==> src/rtl/writeback_unit_if.sv <==
// Writeback bus: groups the memory-stage result handshake and the
// register-file / PC write port that the writeback unit drives.
//
//   env modport   : upstream stage and register file (drives in_* and rf_ready)
//   slave modport : the writeback unit (drives in_ready, rf_*, pc_*)
//
//   in_valid/in_ready   result handshake
//   in_result           result value, or branch target when in_is_branch
//   in_is_branch        result is a jump/branch target
//   in_write_rd         result (or link) is written to rd
//   in_rd               destination register
//   in_end_program      final instruction marker
//   rf_ready            register file / PC accept the held entry
//   rf_we/waddr/wdata   register write port
//   pc_we/pc_wdata      PC redirect port
interface writeback_unit_if #(
  parameter int XLEN   = 64,
  parameter int REG_AW = 5
);
  logic              in_valid;
  logic              in_ready;
  logic [XLEN-1:0]   in_result;
  logic              in_is_branch;
  logic              in_write_rd;
  logic [REG_AW-1:0] in_rd;
  logic              in_end_program;
  logic              rf_ready;
  logic              rf_we;
  logic [REG_AW-1:0] rf_waddr;
  logic [XLEN-1:0]   rf_wdata;
  logic              pc_we;
  logic [XLEN-1:0]   pc_wdata;

  modport env (
    output in_valid, in_result, in_is_branch, in_write_rd, in_rd,
           in_end_program, rf_ready,
    input  in_ready, rf_we, rf_waddr, rf_wdata, pc_we, pc_wdata
  );

  modport slave (
    input  in_valid, in_result, in_is_branch, in_write_rd, in_rd,
           in_end_program, rf_ready,
    output in_ready, rf_we, rf_waddr, rf_wdata, pc_we, pc_wdata
  );
endinterface

==> src/rtl/writeback_unit.sv <==
// Writeback stage between the memory stage and the register file / PC.
// Holds one result in an output register, commits it when the register
// file accepts it, keeps forwarding capture buffers of the last committed
// value, counts retired instructions and runs a RUN/DRAIN/DONE halt FSM.
//
// Ports:
//   clk, rst        clock, synchronous active-high reset
//   bus             writeback_unit_if.slave (result handshake + rf/pc writes)
//   fwd_capture     per-buffer capture strobe
//   fwd_buf         capture buffers, buffer i at [i*XLEN +: XLEN]
//   last_value      most recently committed register write data
//   retired_count   committed instruction count (saturating)
//   done_executing  program has ended and drained
module writeback_unit #(
  parameter int XLEN        = 64,
  parameter int REG_AW      = 5,
  parameter int NUM_FWD_BUF = 2,
  parameter int CNT_W       = 32,
  parameter int INSN_BYTES  = 4
) (
  input  logic                        clk,
  input  logic                        rst,
  writeback_unit_if.slave             bus,
  input  logic [NUM_FWD_BUF-1:0]      fwd_capture,
  output logic [NUM_FWD_BUF*XLEN-1:0] fwd_buf,
  output logic [XLEN-1:0]             last_value,
  output logic [CNT_W-1:0]            retired_count,
  output logic                        done_executing
);

  typedef enum logic [1:0] {RUN, DRAIN, DONE} state_t;

  state_t state, state_nxt;

  function automatic logic [CNT_W-1:0] sat_inc(input logic [CNT_W-1:0] v);
    return (&v) ? v : v + CNT_W'(1);
  endfunction

  function automatic logic [XLEN-1:0] link_value(input logic [XLEN-1:0] tgt);
    return tgt + XLEN'(INSN_BYTES);
  endfunction

  logic              acc, commit;
  logic [XLEN-1:0]   target_p0, wdata_p0;
  logic              we_p0;

  logic              vld_p1;
  logic              we_p1, br_p1, end_p1;
  logic [REG_AW-1:0] rd_p1;
  logic [XLEN-1:0]   wdata_p1, target_p1;

  // Stage p0: decode the incoming result
  assign bus.in_ready = !rst && (state == RUN) && (!vld_p1 || bus.rf_ready);
  assign acc          = bus.in_valid && bus.in_ready;
  assign commit       = vld_p1 && bus.rf_ready;

  // Branch targets are halfword aligned; the link value is the next insn.
  assign target_p0 = {bus.in_result[XLEN-1:1], 1'b0};
  assign wdata_p0  = bus.in_is_branch ? link_value(target_p0) : bus.in_result;
  assign we_p0     = bus.in_write_rd && (bus.in_rd != '0);

  // Stage p1: one-entry output register
  always_ff @(posedge clk) begin
    if (rst) begin
      vld_p1 <= 1'b0;
    end else if (acc) begin
      vld_p1 <= 1'b1;
    end else if (commit) begin
      vld_p1 <= 1'b0;
    end
  end

  // Payload needs no reset: every output derived from it is gated by vld_p1.
  always_ff @(posedge clk) begin
    if (acc) begin
      we_p1     <= we_p0;
      br_p1     <= bus.in_is_branch;
      end_p1    <= bus.in_end_program;
      rd_p1     <= bus.in_rd;
      wdata_p1  <= wdata_p0;
      target_p1 <= target_p0;
    end
  end

  assign bus.rf_we    = vld_p1 && we_p1;
  assign bus.rf_waddr = vld_p1 ? rd_p1 : '0;
  assign bus.rf_wdata = vld_p1 ? wdata_p1 : '0;
  assign bus.pc_we    = vld_p1 && br_p1;
  assign bus.pc_wdata = vld_p1 ? target_p1 : '0;

  // Commit bookkeeping; buffers sample last_value before this edge's update.
  always_ff @(posedge clk) begin
    if (rst) begin
      retired_count <= '0;
      last_value    <= '0;
      fwd_buf       <= '0;
    end else begin
      if (commit) begin
        retired_count <= sat_inc(retired_count);
        if (we_p1) begin
          last_value <= wdata_p1;
        end
      end
      for (int i = 0; i < NUM_FWD_BUF; i++) begin
        if (fwd_capture[i]) begin
          fwd_buf[i*XLEN +: XLEN] <= last_value;
        end
      end
    end
  end

  // Halt FSM
  always_ff @(posedge clk) begin
    if (rst) begin
      state <= RUN;
    end else begin
      state <= state_nxt;
    end
  end

  always_comb begin
    state_nxt = state;
    case (state)
      RUN:     if (acc && bus.in_end_program) state_nxt = DRAIN;
      DRAIN:   if (commit && end_p1)          state_nxt = DONE;
      DONE:    state_nxt = DONE;
      default: state_nxt = RUN;
    endcase
  end

  assign done_executing = (state == DONE);

endmodule

==> src/flat_wrapper.sv <==
// flat-port wrapper written by rule: the top's interface ports become plain ports
module writeback_unit_flat 
#(
  parameter int XLEN        = 64,
  parameter int REG_AW      = 5,
  parameter int NUM_FWD_BUF = 2,
  parameter int CNT_W       = 32,
  parameter int INSN_BYTES  = 4
)
  (clk, rst, fwd_capture, fwd_buf, last_value, retired_count, done_executing, bus_in_valid, bus_in_result, bus_in_is_branch, bus_in_write_rd, bus_in_rd, bus_in_end_program, bus_rf_ready, bus_in_ready, bus_rf_we, bus_rf_waddr, bus_rf_wdata, bus_pc_we, bus_pc_wdata);
  writeback_unit_if #(.XLEN(XLEN), .REG_AW(REG_AW)) bus_i ();
  input  logic clk;
  input  logic rst;
  input  logic [NUM_FWD_BUF-1:0] fwd_capture;
  output logic [NUM_FWD_BUF*XLEN-1:0] fwd_buf;
  output logic [XLEN-1:0] last_value;
  output logic [CNT_W-1:0] retired_count;
  output logic done_executing;
  input wire logic [$bits(bus_i.in_valid)-1:0] bus_in_valid;
  input wire logic [$bits(bus_i.in_result)-1:0] bus_in_result;
  input wire logic [$bits(bus_i.in_is_branch)-1:0] bus_in_is_branch;
  input wire logic [$bits(bus_i.in_write_rd)-1:0] bus_in_write_rd;
  input wire logic [$bits(bus_i.in_rd)-1:0] bus_in_rd;
  input wire logic [$bits(bus_i.in_end_program)-1:0] bus_in_end_program;
  input wire logic [$bits(bus_i.rf_ready)-1:0] bus_rf_ready;
  output wire logic [$bits(bus_i.in_ready)-1:0] bus_in_ready;
  output wire logic [$bits(bus_i.rf_we)-1:0] bus_rf_we;
  output wire logic [$bits(bus_i.rf_waddr)-1:0] bus_rf_waddr;
  output wire logic [$bits(bus_i.rf_wdata)-1:0] bus_rf_wdata;
  output wire logic [$bits(bus_i.pc_we)-1:0] bus_pc_we;
  output wire logic [$bits(bus_i.pc_wdata)-1:0] bus_pc_wdata;
  assign bus_i.in_valid = bus_in_valid;
  assign bus_i.in_result = bus_in_result;
  assign bus_i.in_is_branch = bus_in_is_branch;
  assign bus_i.in_write_rd = bus_in_write_rd;
  assign bus_i.in_rd = bus_in_rd;
  assign bus_i.in_end_program = bus_in_end_program;
  assign bus_i.rf_ready = bus_rf_ready;
  assign bus_in_ready = bus_i.in_ready;
  assign bus_rf_we = bus_i.rf_we;
  assign bus_rf_waddr = bus_i.rf_waddr;
  assign bus_rf_wdata = bus_i.rf_wdata;
  assign bus_pc_we = bus_i.pc_we;
  assign bus_pc_wdata = bus_i.pc_wdata;
  writeback_unit #(.XLEN(XLEN), .REG_AW(REG_AW), .NUM_FWD_BUF(NUM_FWD_BUF), .CNT_W(CNT_W), .INSN_BYTES(INSN_BYTES)) u_core (.clk(clk), .rst(rst), .bus(bus_i), .fwd_capture(fwd_capture), .fwd_buf(fwd_buf), .last_value(last_value), .retired_count(retired_count), .done_executing(done_executing));
endmodule
==> config.mk <==
export PLATFORM = sky130hd
export DESIGN_NAME = writeback_unit_flat
export DESIGN_NICKNAME = d
export VERILOG_FILES = /design/src/rtl/writeback_unit_if.sv /design/src/rtl/writeback_unit.sv /design/src/flat_wrapper.sv
export SDC_FILE = /design/constraint.sdc
export NUM_CORES = 1
export LEC_CHECK = 0
export BUFFER_PORTS_ARGS = -buffer_cell sky130_fd_sc_hd__buf_4
export CAP_MARGIN = 20
export CORE_MARGIN = 10
export CORE_UTILIZATION = 40
export CTS_CLUSTER_SIZE = 12
export DETAILED_ROUTE_END_ITERATION = 10
export GPL_TIMING_DRIVEN = 0
export PLACE_DENSITY = 0.7
export SLEW_MARGIN = 20
export SYNTH_ARGS = -nofsm -noshare
export SYNTH_HDL_FRONTEND = slang
export SYNTH_SLANG_ARGS = --single-unit
==> constraint.sdc <==
create_clock -name clk -period 11.35 [get_ports clk]
set_input_delay 3.405 -clock clk [delete_from_list [all_inputs] [get_ports clk]]
set_output_delay 3.405 -clock clk [all_outputs]
set_load 0.005 [all_outputs]
==> metrics.txt <==
Max-Cap Viols=0; Post-CTS Setup Bufs=0; Worst EP required=about 8000 ps; Post-Synth Simple-Gate Area=0.2119; critical path fanouts, max=5; Skew-Pair Late Insertion Delay=560 ps; Sink Count=361; asr flop ratio synth=0; cell taking the most area after synthesis=dfxtp_1; Slew Limit Headroom=0.2201; maximum VDD drop=0.1118 mV; Area Growth Syn to Fin=35.74%; count leader, synth=dfxtp_1; DIE WIDTH=211.9 um; gr usage total=0.2183; status=finished, final reports clean; first-pass GRT wire length=74930 um; crit end category=output port; CTS tree=done; post-synthesis compound-gate area fraction=0.04366; max-slew violations=0; Hold-fix buffers, CTS=0; number of synthesized flops with an enable pin=134; RSZ-0062 raised after global routing=false; Via density=~5.1; Final Cell Area=20000 um^2; sequential element share of the synthesized area=0.5817; Worst-path clk slew=50 ps; DR pass1 iterations=5; internal cell power=0.002422 W; nets=1945; Initial Util=0.4043; Root Buffer=clkbuf_16; drt wl/cell=21.64 um; Ys Warns=0; Netlist cell types=48; Max Clock Freq=between 0.1 and 0.15 GHz; share of layout cells above drive strength 1=0.2809; die area=44900 um^2; Crit path arrival time=4080 ps; Final Hold Vio Count=0; Synth Area in XOR/XNOR=0.04281; Adder-Cell Fraction of Synth Area=0.005096; dpl cell area=18650 um^2; Antenna Nets Post-Route=0; post-synthesis mux area share=0.08987; post-CTS sizing=0; largest net degree at the start of global routing=between 50 and 60; fin crit share=0.6594; syn_nets=~1500; Mapped Area=14730 um^2; Worst Max-Slew Pin Slew=1170 ps; H-Tree Level Count=2; largest family of logic cells by synthesized area=simple AND/OR/NAND/NOR gates; synth top area cells=dfxtp_1 31%, edfxtp_1 27%, mux2i_1 8.8%; post-detail-place hpwl=38940 um; clk buf depth=3; P_sw=0.0008345 W; class of the worst hold path=reg -> reg; vias in the first global route=12030; vias=between 10000 and 15000; Cell Pwr Density=between 150 and 200 nW/um^2; Startpoint Class=primary input; minimum clock period=7484 ps; Synth top area share=0.3085; clock power share=0.402; num rows=70; Setup CP Type=in -> out; Final Setup Violations=0; Tot Pwr=0.003256 W; Net Sw Frac=0.2563; Gate power share=0.145; TritonCTS Buffers=41; syn_area_per_cell=between 10 and 15 um^2; initial DRC count=roughly 840; I/O pins=439; skew final=10.90 ps; Sequential Power Share=0.453; die height=211.9 um; post-route setup TNS=0 ps; number of port buffers=between 400 and 500; routability-driven placement congestion ratio=roughly 0.85; leak pwr=around 8.3 nW; most frequent cells after synthesis=227 x dfxtp_1, 159 x nand2_1, 152 x nor2_1; Primary FF master, synth=dfxtp_1; DRC=0; core area=about 36000 um^2; register bit total from synthesis=361; Post-Route WL=51130 um; initial antenna violation count=1; total gr overflow=0; post-synthesis instance total=1381
[critical path, stage by stage]
cell	delay [ps]
buf_4	130
nand2b_1	180
and2_1	220
buf_4	150
[cells by family after synthesis]
family | after synthesis
adders and majority gates | 6
other | 1
AOI/OAI and AO/OA | 116
muxes | 132
and+or+nand+nor | 606
buffers and inverters | 87
DFF | 361
xor gates and xnor gates | 72
[metal layers]
layer / GRT usage / routed length, um
met3: 0.06655 / 4609
met5: 0 / 0
met1: 0.2671 / 20730
met2: 0.3532 / 24230
met4: 0.08480 / 1561
[cells in the final DEF, fill, tap and decap left out, types with 3 or more instances in the layout]
master / instances
a31o_2: 3
mux2i_1: 130
nand3_1: 35
a31oi_1: 4
nor3_1: 9
ha_1: 6
o31ai_1: 6
clkinv_2: 3
edfxtp_1: 134
buf_2: 3
or4_1: 7
xor2_1: 17
or3_1: 12
nor2_1: 152
clkbuf_16: 44
buf_1: 4
nor2b_1: 3
and3_1: 13
and4_1: 11
nand4_1: 40
nor4_2: 3
nand2_1: 159
nor4_4: 4
buf_4: 440
clkbuf_8: 10
inv_1: 7
dfxtp_1: 227
and2_1: 141
xnor2_1: 55
nor4_1: 4
a21oi_1: 84
clkbuf_1: 79
o21ai_0: 10
[stage by stage]
| step | instances | setup slack, ps | hold WS, ps | util |
|---|---|---|---|---|
| 5_1_grt | 2362 | 3823 | 517.0 | 0.5487 |
| 3_5_place_dp | 2286 | 3879 | 481.5 | 0.5119 |
| 3_3_place_gp | 2284 | 2371 | 475.8 | 0.5100 |
| 4_1_cts | 2362 | 3877 | 497.4 | 0.5487 |
| 6_report | 2363 | 3866 | 492.5 | 0.5488 |
| 2_1_floorplan | 1381 | 4121 | 476.8 | - |
[path summary, 6_finish.rpt]
| kind | end | start | slack, ps | cells past startpoint |
|---|---|---|---|---|
| setup / recovery | bus_in_ready | bus_rf_ready | 3870 | 4 |
| setup reg to reg | u_core.last_value[44] | u_core.vld_p1 | 8640 | 6 |
| hold / removal | u_core.fwd_buf[20] | u_core.fwd_buf[20] | 490 | 2 |
| hold reg to reg | u_core.fwd_buf[20] | u_core.fwd_buf[20] | 490 | 2 |
[final cells by class]
class | instances | area [um^2]
Buffer | 80 | 339.1
Fill cell | 3219 | 16440
Antenna cell | 1 | 2.502
Tap cell | 468 | 585.6
Clock buffer | 68 | 1291
Inverter | 7 | 26.28
Multi-Input combinational cell | 933 | 5812
Timing Repair Buffer | 437 | 3321
Sequential cell | 361 | 8568
Clock inverter | 8 | 50.05
[power by group through the flow]
| stage | Sequential, W | Clock (W) | Combinational, W |
|---|---|---|---|
| 4_1_cts | 0.00148 | 0.00134 | 0.000479 |
| 5_1_grt | 0.00148 | 0.00139 | 0.000511 |
| 6_report | 0.00148 | 0.00131 | 0.000471 |
| 3_5_place_dp | 0.00150 | 0 | 0.000477 |
| 3_3_place_gp | 0.00152 | 0 | 0.000462 |
| 2_1_floorplan | 0.00150 | 0 | 0.000198 |
[flip-flops by register name, indices dropped and copies added (netlist names), 2 cells and up]
signal	count
u_core.retired_count	32
u_core.target_p1	63
u_core.fwd_buf	128
u_core.state	2
u_core.wdata_p1	63
u_core.last_value	64
u_core.rd_p1	5
(Power assumes the default switching activity.)
